`src/rtl/bin_clock_set_ctrl.sv`:
```
// Front-panel time-set controller for the binary clock.
// Buttons are synchronized, debounced and turned into press events; a field
// select FSM (RUN/HOUR/MIN/SEC) then issues single-cycle step pulses toward
// the clock core, with hold-to-repeat, an inactivity timeout and a blink enable.
//
// Press event timing: a raw press sampled high at edge 0 is in the second
// synchronizer stage after edge 1. Debounce samples are taken at edges 2..4,
// and the level rises at edge 4. The press pulse is registered at edge 5, and
// the registered outputs react at edge 6.
//
// Step interface semantics: hour_id_o / minute_id_o / seconds_id_o are
// single-cycle strobes with no back-pressure. Exactly one is high per step,
// and id_switch_o is valid in the same cycle and holds between strobes.
module bin_clock_set_ctrl #(
    parameter int DEBOUNCE_CYCLES = 3,
    parameter int REPEAT_DELAY    = 50,
    parameter int REPEAT_RATE     = 10,
    parameter int TIMEOUT         = 3000,
    parameter int BLINK_HALF      = 50
) (
    input  logic       clk_i,
    input  logic       reset_i,
    input  logic       btn_mode_i,
    input  logic       btn_up_i,
    input  logic       btn_down_i,
    output logic       time_set_o,
    output logic       id_switch_o,
    output logic       hour_id_o,
    output logic       minute_id_o,
    output logic       seconds_id_o,
    output logic [1:0] field_o,
    output logic       blink_o
);

    localparam int RPT_MAX = (REPEAT_DELAY > REPEAT_RATE) ? REPEAT_DELAY : REPEAT_RATE;
    localparam int DB_W    = (DEBOUNCE_CYCLES > 1) ? $clog2(DEBOUNCE_CYCLES) : 1;
    localparam int RP_W    = (RPT_MAX > 1) ? $clog2(RPT_MAX) : 1;
    localparam int TO_W    = (TIMEOUT > 1) ? $clog2(TIMEOUT) : 1;
    localparam int BL_W    = (BLINK_HALF > 1) ? $clog2(BLINK_HALF) : 1;

    localparam logic [DB_W-1:0] DB_LAST = DB_W'(DEBOUNCE_CYCLES - 1);
    localparam logic [RP_W-1:0] RD_LAST = RP_W'(REPEAT_DELAY - 1);
    localparam logic [RP_W-1:0] RR_LAST = RP_W'(REPEAT_RATE - 1);
    localparam logic [TO_W-1:0] TO_LAST = TO_W'(TIMEOUT - 1);
    localparam logic [BL_W-1:0] BL_LAST = BL_W'(BLINK_HALF - 1);

    // Button bit positions in the packed vectors below.
    localparam int B_MODE = 0;
    localparam int B_UP   = 1;
    localparam int B_DOWN = 2;

    typedef enum logic [1:0] {
        ST_RUN  = 2'd0,
        ST_HOUR = 2'd1,
        ST_MIN  = 2'd2,
        ST_SEC  = 2'd3
    } state_t;

    // Input path registers.
    logic [2:0]      btn_raw;
    logic [2:0]      sync1_q, sync2_q;
    logic [2:0]      lvl_q, lvl_d_q;
    logic [2:0]      press_q;
    logic [DB_W-1:0] db_cnt_q [3];

    // Control registers and their next values.
    state_t          state_q, state_d;
    logic [TO_W-1:0] to_cnt_q, to_cnt_d;
    logic [RP_W-1:0] rpt_cnt_q, rpt_cnt_d;
    logic            rpt_arm_q, rpt_arm_d;
    logic            rpt_dir_q, rpt_dir_d;
    logic            rpt_first_q, rpt_first_d;
    logic [BL_W-1:0] bl_cnt_q, bl_cnt_d;
    logic            blink_q, blink_d;
    logic            id_sw_q;
    logic            hour_q, min_q, sec_q, time_set_q;

    logic fire, fire_dir;
    logic mode_ev, up_ev, dn_ev;
    logic in_set, timed_out, both_held, rpt_held;

    assign btn_raw = {btn_down_i, btn_up_i, btn_mode_i};

    // Two-stage synchronizer, per-button debouncer and rising-edge press detect.
    always_ff @(posedge clk_i or posedge reset_i) begin
        if (reset_i) begin
            sync1_q <= '0;
            sync2_q <= '0;
            lvl_q   <= '0;
            lvl_d_q <= '0;
            press_q <= '0;
            for (int i = 0; i < 3; i++) db_cnt_q[i] <= '0;
        end else begin
            sync1_q <= btn_raw;
            sync2_q <= sync1_q;
            lvl_d_q <= lvl_q;
            press_q <= lvl_q & ~lvl_d_q;
            for (int i = 0; i < 3; i++) begin
                if (sync2_q[i] != lvl_q[i]) begin
                    if (db_cnt_q[i] == DB_LAST) begin
                        lvl_q[i]    <= sync2_q[i];
                        db_cnt_q[i] <= '0;
                    end else begin
                        db_cnt_q[i] <= db_cnt_q[i] + 1'b1;
                    end
                end else begin
                    db_cnt_q[i] <= '0;
                end
            end
        end
    end

    assign mode_ev   = press_q[B_MODE];
    assign up_ev     = press_q[B_UP];
    assign dn_ev     = press_q[B_DOWN];
    assign in_set    = (state_q != ST_RUN);
    assign timed_out = in_set && (to_cnt_q == TO_LAST);
    assign both_held = lvl_q[B_UP] & lvl_q[B_DOWN];
    assign rpt_held  = rpt_dir_q ? lvl_q[B_UP] : lvl_q[B_DOWN];

    // Next-state, step pulse, repeat, timeout and blink decisions.
    always_comb begin
        state_d     = state_q;
        fire        = 1'b0;
        fire_dir    = id_sw_q;
        rpt_arm_d   = rpt_arm_q;
        rpt_dir_d   = rpt_dir_q;
        rpt_first_d = rpt_first_q;
        rpt_cnt_d   = rpt_cnt_q;
        to_cnt_d    = to_cnt_q;
        bl_cnt_d    = bl_cnt_q;
        blink_d     = blink_q;

        if (!in_set) begin
            // Steps are ignored in RUN; only MODE does anything.
            rpt_arm_d = 1'b0;
            rpt_cnt_d = '0;
            if (mode_ev) state_d = ST_HOUR;
        end else if (timed_out) begin
            // Timeout beats a simultaneous MODE press.
            state_d   = ST_RUN;
            rpt_arm_d = 1'b0;
            rpt_cnt_d = '0;
        end else if (mode_ev) begin
            // MODE beats a simultaneous step event and cancels any repeat.
            unique case (state_q)
                ST_HOUR: state_d = ST_MIN;
                ST_MIN:  state_d = ST_SEC;
                default: state_d = ST_RUN;
            endcase
            rpt_arm_d = 1'b0;
            rpt_cnt_d = '0;
        end else if (both_held) begin
            // Conflicting directions: no steps, repeat held cleared.
            rpt_arm_d = 1'b0;
            rpt_cnt_d = '0;
        end else if (up_ev || dn_ev) begin
            fire        = 1'b1;
            fire_dir    = up_ev;
            rpt_arm_d   = 1'b1;
            rpt_dir_d   = up_ev;
            rpt_first_d = 1'b1;
            rpt_cnt_d   = '0;
        end else if (rpt_arm_q) begin
            if (!rpt_held) begin
                rpt_arm_d = 1'b0;
                rpt_cnt_d = '0;
            end else if (rpt_cnt_q == (rpt_first_q ? RD_LAST : RR_LAST)) begin
                fire        = 1'b1;
                fire_dir    = rpt_dir_q;
                rpt_first_d = 1'b0;
                rpt_cnt_d   = '0;
            end else begin
                rpt_cnt_d = rpt_cnt_q + 1'b1;
            end
        end

        // Inactivity timer: cleared on entry, any press event and any step.
        if (state_d == ST_RUN || state_d != state_q || mode_ev || up_ev || dn_ev || fire) begin
            to_cnt_d = '0;
        end else begin
            to_cnt_d = to_cnt_q + 1'b1;
        end

        // Blink: off in RUN, forced on at entry and on each step.
        if (state_d == ST_RUN) begin
            blink_d  = 1'b0;
            bl_cnt_d = '0;
        end else if (state_d != state_q || fire) begin
            blink_d  = 1'b1;
            bl_cnt_d = '0;
        end else if (bl_cnt_q == BL_LAST) begin
            blink_d  = ~blink_q;
            bl_cnt_d = '0;
        end else begin
            bl_cnt_d = bl_cnt_q + 1'b1;
        end
    end

    // State register and registered outputs.
    always_ff @(posedge clk_i or posedge reset_i) begin
        if (reset_i) begin
            state_q     <= ST_RUN;
            to_cnt_q    <= '0;
            rpt_cnt_q   <= '0;
            rpt_arm_q   <= 1'b0;
            rpt_dir_q   <= 1'b0;
            rpt_first_q <= 1'b0;
            bl_cnt_q    <= '0;
            blink_q     <= 1'b0;
            id_sw_q     <= 1'b0;
            hour_q      <= 1'b0;
            min_q       <= 1'b0;
            sec_q       <= 1'b0;
            time_set_q  <= 1'b0;
        end else begin
            state_q     <= state_d;
            to_cnt_q    <= to_cnt_d;
            rpt_cnt_q   <= rpt_cnt_d;
            rpt_arm_q   <= rpt_arm_d;
            rpt_dir_q   <= rpt_dir_d;
            rpt_first_q <= rpt_first_d;
            bl_cnt_q    <= bl_cnt_d;
            blink_q     <= blink_d;
            id_sw_q     <= fire_dir;
            hour_q      <= fire && (state_q == ST_HOUR);
            min_q       <= fire && (state_q == ST_MIN);
            sec_q       <= fire && (state_q == ST_SEC);
            time_set_q  <= (state_d != ST_RUN);
        end
    end

    assign field_o      = state_q;
    assign time_set_o   = time_set_q;
    assign id_switch_o  = id_sw_q;
    assign hour_id_o    = hour_q;
    assign minute_id_o  = min_q;
    assign seconds_id_o = sec_q;
    assign blink_o      = blink_q;

endmodule

```
`config.mk`:
```
export PLATFORM = sky130hd
export DESIGN_NAME = bin_clock_set_ctrl
export DESIGN_NICKNAME = d
export VERILOG_FILES = /design/src/rtl/bin_clock_set_ctrl.sv
export SDC_FILE = /design/constraint.sdc
export NUM_CORES = 1
export LEC_CHECK = 0
export ABC_AREA = 1
export BUFFER_PORTS_ARGS = -buffer_cell sky130_fd_sc_hd__buf_4
export CAP_MARGIN = 20
export CORE_MARGIN = 5
export CORE_UTILIZATION = 50
export DETAILED_ROUTE_END_ITERATION = 16
export PLACE_DENSITY = 0.8
export SLEW_MARGIN = 0
export SYNTH_ARGS = -nofsm -noshare
export SYNTH_HDL_FRONTEND = slang
export SYNTH_SLANG_ARGS = --single-unit
```
`constraint.sdc`:
```
create_clock -name clk_i -period 1.6 [get_ports clk_i]
set_clock_uncertainty 0.05 [all_clocks]
set_input_delay 0.08 -clock clk_i [delete_from_list [all_inputs] [get_ports clk_i]]
set_output_delay 0.08 -clock clk_i [all_outputs]
set_load 0.02 [all_outputs]
```
==> reports/metrics.cfg, run 1 <==
[route]
num_vias = 2066
wirelength_um = 5910
wl_per_cell_um = 14.0
drc = 0
firstDrtPassIters = 4
drtAntennaViolNets = 0
via_per_inst = 4.88
drt-initial-drc-count = 151

[layout]
drive_above_1_share_pct = 38.2
antenna-diode-count = 0
final_util_pct = 69.3
area_growth_pct = 35.4
stdcell_area_um2 = 3540
nNetsFinal = 366
fill_cells = 342

[worst_setup_path]
worstSetupPathDepth = 10
worstSetupStartpointType = flop
path_class = reg -> reg
path_buf_inv = 1
crit_arrival_ns = 2.09
worstRegToRegCells = 10
cpLargestDelayFamily = simple AND/OR/NAND/NOR gates
cp_max_fo = 6
critPathRequiredTime_ns = 1.80
slowest_delay_ns = 0.37
endpoint_kind = flop
crit_chain = ha_2 > nand2_4 > nor2_2 > nand4_1 > nand2_2 > nand2_2 > nand2_4 > nand4_4 > clkbuf_16 > nor2_2
critPathSlowestCell = dfrtp_1

[grt]
grt-ovfl-total = 0
groute.usage.overall_pct = 18.0
grt_max_degree = 30
grt_first_pass_wirelength_um = 9180
antenna_found_initial = 0
grt_pass1_vias = 2028

[die]
coreArea_um2 = 5110
pin_count = 13
rows = 26
die_y_um = 82.3
floorplan.die_area_um2 = 6770
start_util_pct = 51.2
die_w_um = 82.3

[power_and_ir_drop]
internal-power_uw = 3570
ir_drop_mv = 1.06
p_seq_share_pct = 32.0
pwr-share-comb_pct = 55.4
p_leak_uw = 0.00169
power.share.clock_pct = 12.6
power.density_nw_per_um2 = 1760
swShare_pct = 42.7
post-layout-total-power_uw = 6240
switchingPower_uw = 2670

[synth]
synthesis.nets = 300
ys_ff_latch = 56
syn_area_um2 = 2610
yosys-top-cells-area = dfrtp_1, nand2_1, inv_1
ys_types = 22
synthCells = 286
synth.avg_cell_area_um2 = 9.13
yosysMostFrequentCell = dfrtp_1
synth_top_area_share_pct = 53.6
ys.flop_type = dfrtp_1
yosys_warnings = 0
synth-async-reset-ratio_pct = 100
synth_commonest_cells = dfrtp_1, nand2_1, inv_1
synth_edf_count = 0
yosysSeqAreaShare_pct = 53.6
synth_top_area_cell = dfrtp_1

[timing]
worst_slack_ns = -0.291
max_freq_ghz = 0.529
drv_slew = 0
rsz0062_at_grt = true
period_minus_slack_ns = 1.89
fin_crit_sh_pct = 118
setup_viol_count_final = 29
worst_slew_pin_slew_ns = 0.448
timing.slew.headroom_pct = 69.8
hold_viol = 0

[worst_hold_path]
min_path_cells = 0
hp-class = reg -> reg

[clock_tree]
ctsHtreeMaxLevel = 2
cts_root_buffer = clkbuf_8
path_clk_slew_ns = 0.09
cts_tree = done
cts_sinks = 56
cts_buffers = 5
clock_path_buffers = 2
clk_latency_ns = 0.31

[place]
placed_cell_area_um2 = 3040
dp_hpwl_um = 3420
port_buffers = 12
gp_congestion = 0.837

[run_status]
violations = negative setup slack
status = finished, violations left

[flow_run]
max-cap-violations = 0

## timing repair
item	in CTS	in global routing
gates cloned	1	1
hold endpoints to repair	59	0
hold buffers	4	0
setup buffers	7	6
pin swaps	11	19
gates resized for setup	34	33
endpoints found under the setup margin	31	33
## worst reg2reg max path, cell delays in order, from the launching register on
cell,delay (ns)
dfrtp_1,0.37
ha_2,0.23
nand2_4,0.08
nor2_2,0.11
nand4_1,0.17
nand2_2,0.19
nand2_2,0.09
nand2_4,0.10
nand4_4,0.16
clkbuf_16,0.21
nor2_2,0.07
## metal layers
metal / share of wire (%) / routed length [um] / track usage (%)
met2: 53 / 3110 / 30.4
met3: 3.5 / 208 / 3.04
met1: 42 / 2470 / 23.2
met5: 0 / 0 / 0
met4: 2.0 / 121 / 6.15
## cell usage in the layout (no fill, tap or decap), types with 2 or more instances in the layout
master and instances:
nand3_1 12, inv_2 8, inv_4 3, buf_4 50
nor2_1 29, xnor2_1 8, nand3_2 7, inv_1 32
o21ai_2 3, nor3_1 7, nor2_2 9, ha_1 7
nand2_4 7, dfrtp_1 54, a21oi_1 5, dfrtp_2 2
nor3_2 3, clkbuf_8 6, nand2_2 10, buf_6 3
nor2_4 14, xor2_1 9, nand4_4 3, dlygate4sd3_1 4
o21ai_1 2, nand4_1 2, nand2_1 38, o21ai_0 6
## per-stage QoR
step / instances / setup slack (ns) / hold slack [ns] / TNS (ns)
global placement: 397 / -0.0803 / 0.118 / -1.22
detailed placement: 397 / -0.165 / 0.117 / -3.03
floorplan: 286 / -0.0812 / 0.0614 / -1.06
finish: 423 / -0.291 / 0.304 / -5.97
global route: 423 / -0.355 / 0.311 / -8.27
CTS: 416 / -0.168 / 0.308 / -3.04
## registers in the layout (all words and copies together) (netlist names)
register	cells
sync1_q	3
rpt_arm_q	1
lvl_d_q	3
db_cnt_q	6
rpt_first_q	1
id_switch_o	1
press_q	3
field_o	2
rpt_cnt_q	6
blink_o	1
minute_id_o	1
lvl_q	3
hour_id_o	1
bl_cnt_q	6
seconds_id_o	1
time_set_o	1
rpt_dir_q	1
to_cnt_q	12
sync2_q	3
## final timing paths
| check | from | endpoint | slack (ns) |
|---|---|---|---|
| hold reg to reg | sync1_q[2] | sync2_q[2] | 0.30 |
| hold / removal | sync1_q[2] | sync2_q[2] | 0.30 |
| min in group asynchronous | reset_i | lvl_q[1] | 0.35 |
| setup / recovery | to_cnt_q[1] | to_cnt_q[9] | -0.29 |
| max in group asynchronous | reset_i | to_cnt_q[8] | 0.86 |
| setup reg to reg | to_cnt_q[1] | to_cnt_q[9] | -0.29 |
## power by group through the flow
stage	combinational [uW]	sequential, uW	clock [uW]
after global placement	2330	1990	0
after floorplan	1460	2060	0
after detailed placement	2400	2010	0
final	3460	2000	786
after global routing	3780	2040	880
after CTS	3030	1990	813
## cell families after synthesis
logic type | synth area share [%]
adder cells (fa/ha/maj) | 4.31
flip-flops | 53.6
XOR/XNOR | 6.03
buffers and inverters | 6.61
AND/OR/NAND/NOR | 26.3
AO/OA/AOI/OAI | 3.06
## area by class of cell
cell class              instances  area, um^2  share of cell area [%]
multi-input cells             187        1290                    36.5
flip-flops and latches         56        1400                    39.7
clock buffers                   7        86.3                    2.44
well taps                      70        87.6                    2.48
repair buffers                 59         494                    14.0
clock inverters                 1        7.51                   0.212
inverters                      43         169                    4.77
Note: power is estimated with default switching activity, not from simulation.
==> run 2: changes to the inputs <==
--- a/config.mk
+++ b/config.mk
@@ -6,7 +6,7 @@
 export NUM_CORES = 1
 export LEC_CHECK = 0
 export ABC_AREA = 1
-export BUFFER_PORTS_ARGS = -buffer_cell sky130_fd_sc_hd__buf_4
+export BUFFER_PORTS_ARGS = -buffer_cell sky130_fd_sc_hd__buf_2
 export CAP_MARGIN = 20
 export CORE_MARGIN = 5
 export CORE_UTILIZATION = 50
==> run 2 against run 1 <==
The flow still finishes with violations (negative setup slack). Final cell count shrank 0.71%. Critical path depth rose by 2. Sequential cell count did not move. Sequential share of layout area is 1.5 points higher. Design area decreased by 3.6%. Clock power grew 0.9%. Global-route usage shrank 0.85 points. Highest routed layer unchanged. Combinational power fell by 12%. Utilization down 2.5 points.
==> reports/metrics.cfg, run 2 (synthesis results as in run 1) <==
[layout]
largest_register_ffs = 12  ; unchanged
layout_common_cells = dfrtp_1, nand2_1, buf_4
antenna-diode-count = 0  ; unchanged
nNetsFinal = 363  ; -0.82%
stdcell_area_um2 = 3410  ; -3.6%
regMostFlops = to_cnt_q
drive_above_1_share_pct = 38.0  ; -0.24 points
area_growth_pct = 30.6
final_common_cell = dfrtp_1

[worst_setup_path]
critPathSlowestCell = dfrtp_2
worstRegToRegCells = 12  ; +2
path_buf_inv = 2  ; +1
worst-r2r-setup-slack_ns = -0.12  ; +0.17 ns
r2r_end = bl_cnt_q[0]
endpoint_kind = flop
crit_arrival_ns = 1.93  ; -0.16 ns
critPathRequiredTime_ns = 1.80  ; about the same
r2r_start = field_o[1]
cpLargestDelayFamily = simple AND/OR/NAND/NOR gates
cp_max_fo = 4  ; -2
slowest_delay_ns = 0.42  ; +0.05 ns
cp_common_cell = nand2_2
crit_chain = inv_2 > ha_4 > nand3_2 > o21ai_2 > nand2_2 > nand2_2 > nand2_2 > inv_1 > nand2_2 > nor2_4 > nand2_1 > nor2_1
worstSetupStartpointType = flop
path_class = reg -> reg

[timing]
hold_viol = 0  ; unchanged
worst_slew_pin_slew_ns = 0.425  ; -0.0231 ns
rsz0062_at_grt = true
setup_viol_count_final = 20  ; -31%
period_minus_slack_ns = 1.72  ; -0.167 ns
worst_slack_ns = -0.123  ; +0.167 ns
whs_ns = 0.238  ; -0.0657 ns
fin_crit_sh_pct = 108  ; -10 points
drv_slew = 0  ; unchanged
max_freq_ghz = 0.580  ; +9.7%
timing.slew.headroom_pct = 71.6  ; +1.8 points

[grt]
grt_pass1_vias = 2016  ; -0.59%
grt_max_degree = 39  ; +30%
grt_first_pass_wirelength_um = 8800  ; -4.2%
antenna_found_initial = 0  ; unchanged
groute.usage.overall_pct = 17.1  ; -0.85 points
grt-ovfl-total = 0  ; unchanged

[clock_tree]
clock_path_buffers = 2  ; unchanged
path_clk_slew_ns = 0.10  ; about the same
cts_buffers = 5  ; unchanged
clk_latency_ns = 0.32  ; about the same
cts_tree = done
cts_sinks = 56  ; unchanged
ctsHtreeMaxLevel = 2  ; unchanged
cts_root_buffer = clkbuf_8

[power_and_ir_drop]
power.share.clock_pct = 13.6  ; +1.0 points
swShare_pct = 42.8  ; about the same
power.density_nw_per_um2 = 1710  ; -2.8%
p_seq_share_pct = 34.0  ; +2.0 points
post-layout-total-power_uw = 5850  ; -6.3%
ir_drop_mv = 0.948  ; -11%
switchingPower_uw = 2500  ; -6.2%
p_leak_uw = 0.00165  ; -2.3%
pwr-share-comb_pct = 52.4  ; -3.0 points
internal-power_uw = 3350  ; -6.3%

[flow_run]
max-cap-violations = 0  ; unchanged

[die]
floorplan.die_area_um2 = 6770  ; unchanged
coreArea_um2 = 5110  ; unchanged
pin_count = 13  ; unchanged
die_w_um = 82.3  ; unchanged
die_y_um = 82.3  ; unchanged
rows = 26  ; unchanged
start_util_pct = 51.2  ; unchanged

[route]
drc = 0  ; unchanged
wirelength_um = 5310  ; -10%
drt-initial-drc-count = 132  ; -13%
wl_per_cell_um = 12.7  ; -9.4%
drtAntennaViolNets = 0  ; unchanged
via_per_inst = 4.91  ; +0.62%
firstDrtPassIters = 4  ; unchanged
num_vias = 2064  ; -0.097%

[place]
dp_hpwl_um = 3450  ; +0.81%
gp_congestion = 0.836  ; about the same
placed_cell_area_um2 = 3020  ; -0.82%
port_buffers = 12  ; unchanged
dp_slack_ns = -0.130  ; +0.0345 ns

[run_status]
violations = negative setup slack
status = finished, violations left

[worst_hold_path]
hp-class = in -> async

==> run 2: changes by cell type in the layout (fill, tap and decap cells not counted), sizes merged <==
cell / change
buf: -2
inv: +1
clkinv: +2
clkinvlp: -1
clkbuf: -3
==> run 2: metal layers <==
layer | up-vias | GRT usage [%] | part of all wire [%]
met2 | 45 | 29.2 | 51
li1 | 1019 | - | -
met5 | - | 0 | 0
met3 | 12 | 3.69 | 3.3
met1 | 988 | 20.9 | 43
met4 | 0 | 7.14 | 2.2
==> run 2: power groups by stage <==
stage	sequential (uW)	clock [uW]	combinational (uW)
6_report	1990	793	3060
5_1_grt	2040	867	3370
4_1_cts	1980	809	2680
3_5_place_dp	2010	0	2350
3_3_place_gp	1990	0	2290
2_1_floorplan	2060	0	1460
==> run 2: worst max path at each step <==
| stage | from | end | cells after the start |
|---|---|---|---|
| detailed placement | to_cnt_q[0] | to_cnt_q[11] | 11 |
| finish | field_o[1] | bl_cnt_q[0] | 12 |
| global route | field_o[1] | bl_cnt_q[0] | 12 |
| CTS | field_o[1] | to_cnt_q[11] | 11 |
| global placement | to_cnt_q[0] | to_cnt_q[11] | 11 |
| floorplan | field_o[1] | to_cnt_q[8] | 11 |
==> run 2: metrics by stage <==
stage,setup TNS [ns],std cells,util (%)
2_1_floorplan,-1.06,286,-
3_3_place_gp,-1.28,396,59.1
3_5_place_dp,-2.63,396,59.1
4_1_cts,-1.30,416,63.9
5_1_grt,-4.66,420,66.8
6_report,-1.84,420,66.8
==> run 2: area by class of cell <==
cell class                 count  area, um^2
timing repair buffer          56         433
sequential                    56        1400
multi-input combinational    187        1230
clock buffer                   5        68.8
fill                         379        1700
tap                           70        87.6
clock inverter                 3        22.5
inverter                      43         169
==> run 2: repair_timing <==
action,CTS,global route
endpoints found under the setup margin,31,31
pin swaps,8,8
buffers inserted,7,4
gates resized for setup,18,35
gates cloned,1,0
hold endpoints to repair,21,0
hold buffers,4,0
==> run 2: worst register-to-register path: cells and delay by family (launching register included) <==
kind                       cells  cell delay (ns)
and+or+nand+nor                8             0.70
DFF                            1             0.42
adders and majority gates      1             0.26
buffers and inverters          2             0.14
AOI/OAI and AO/OA              1             0.09
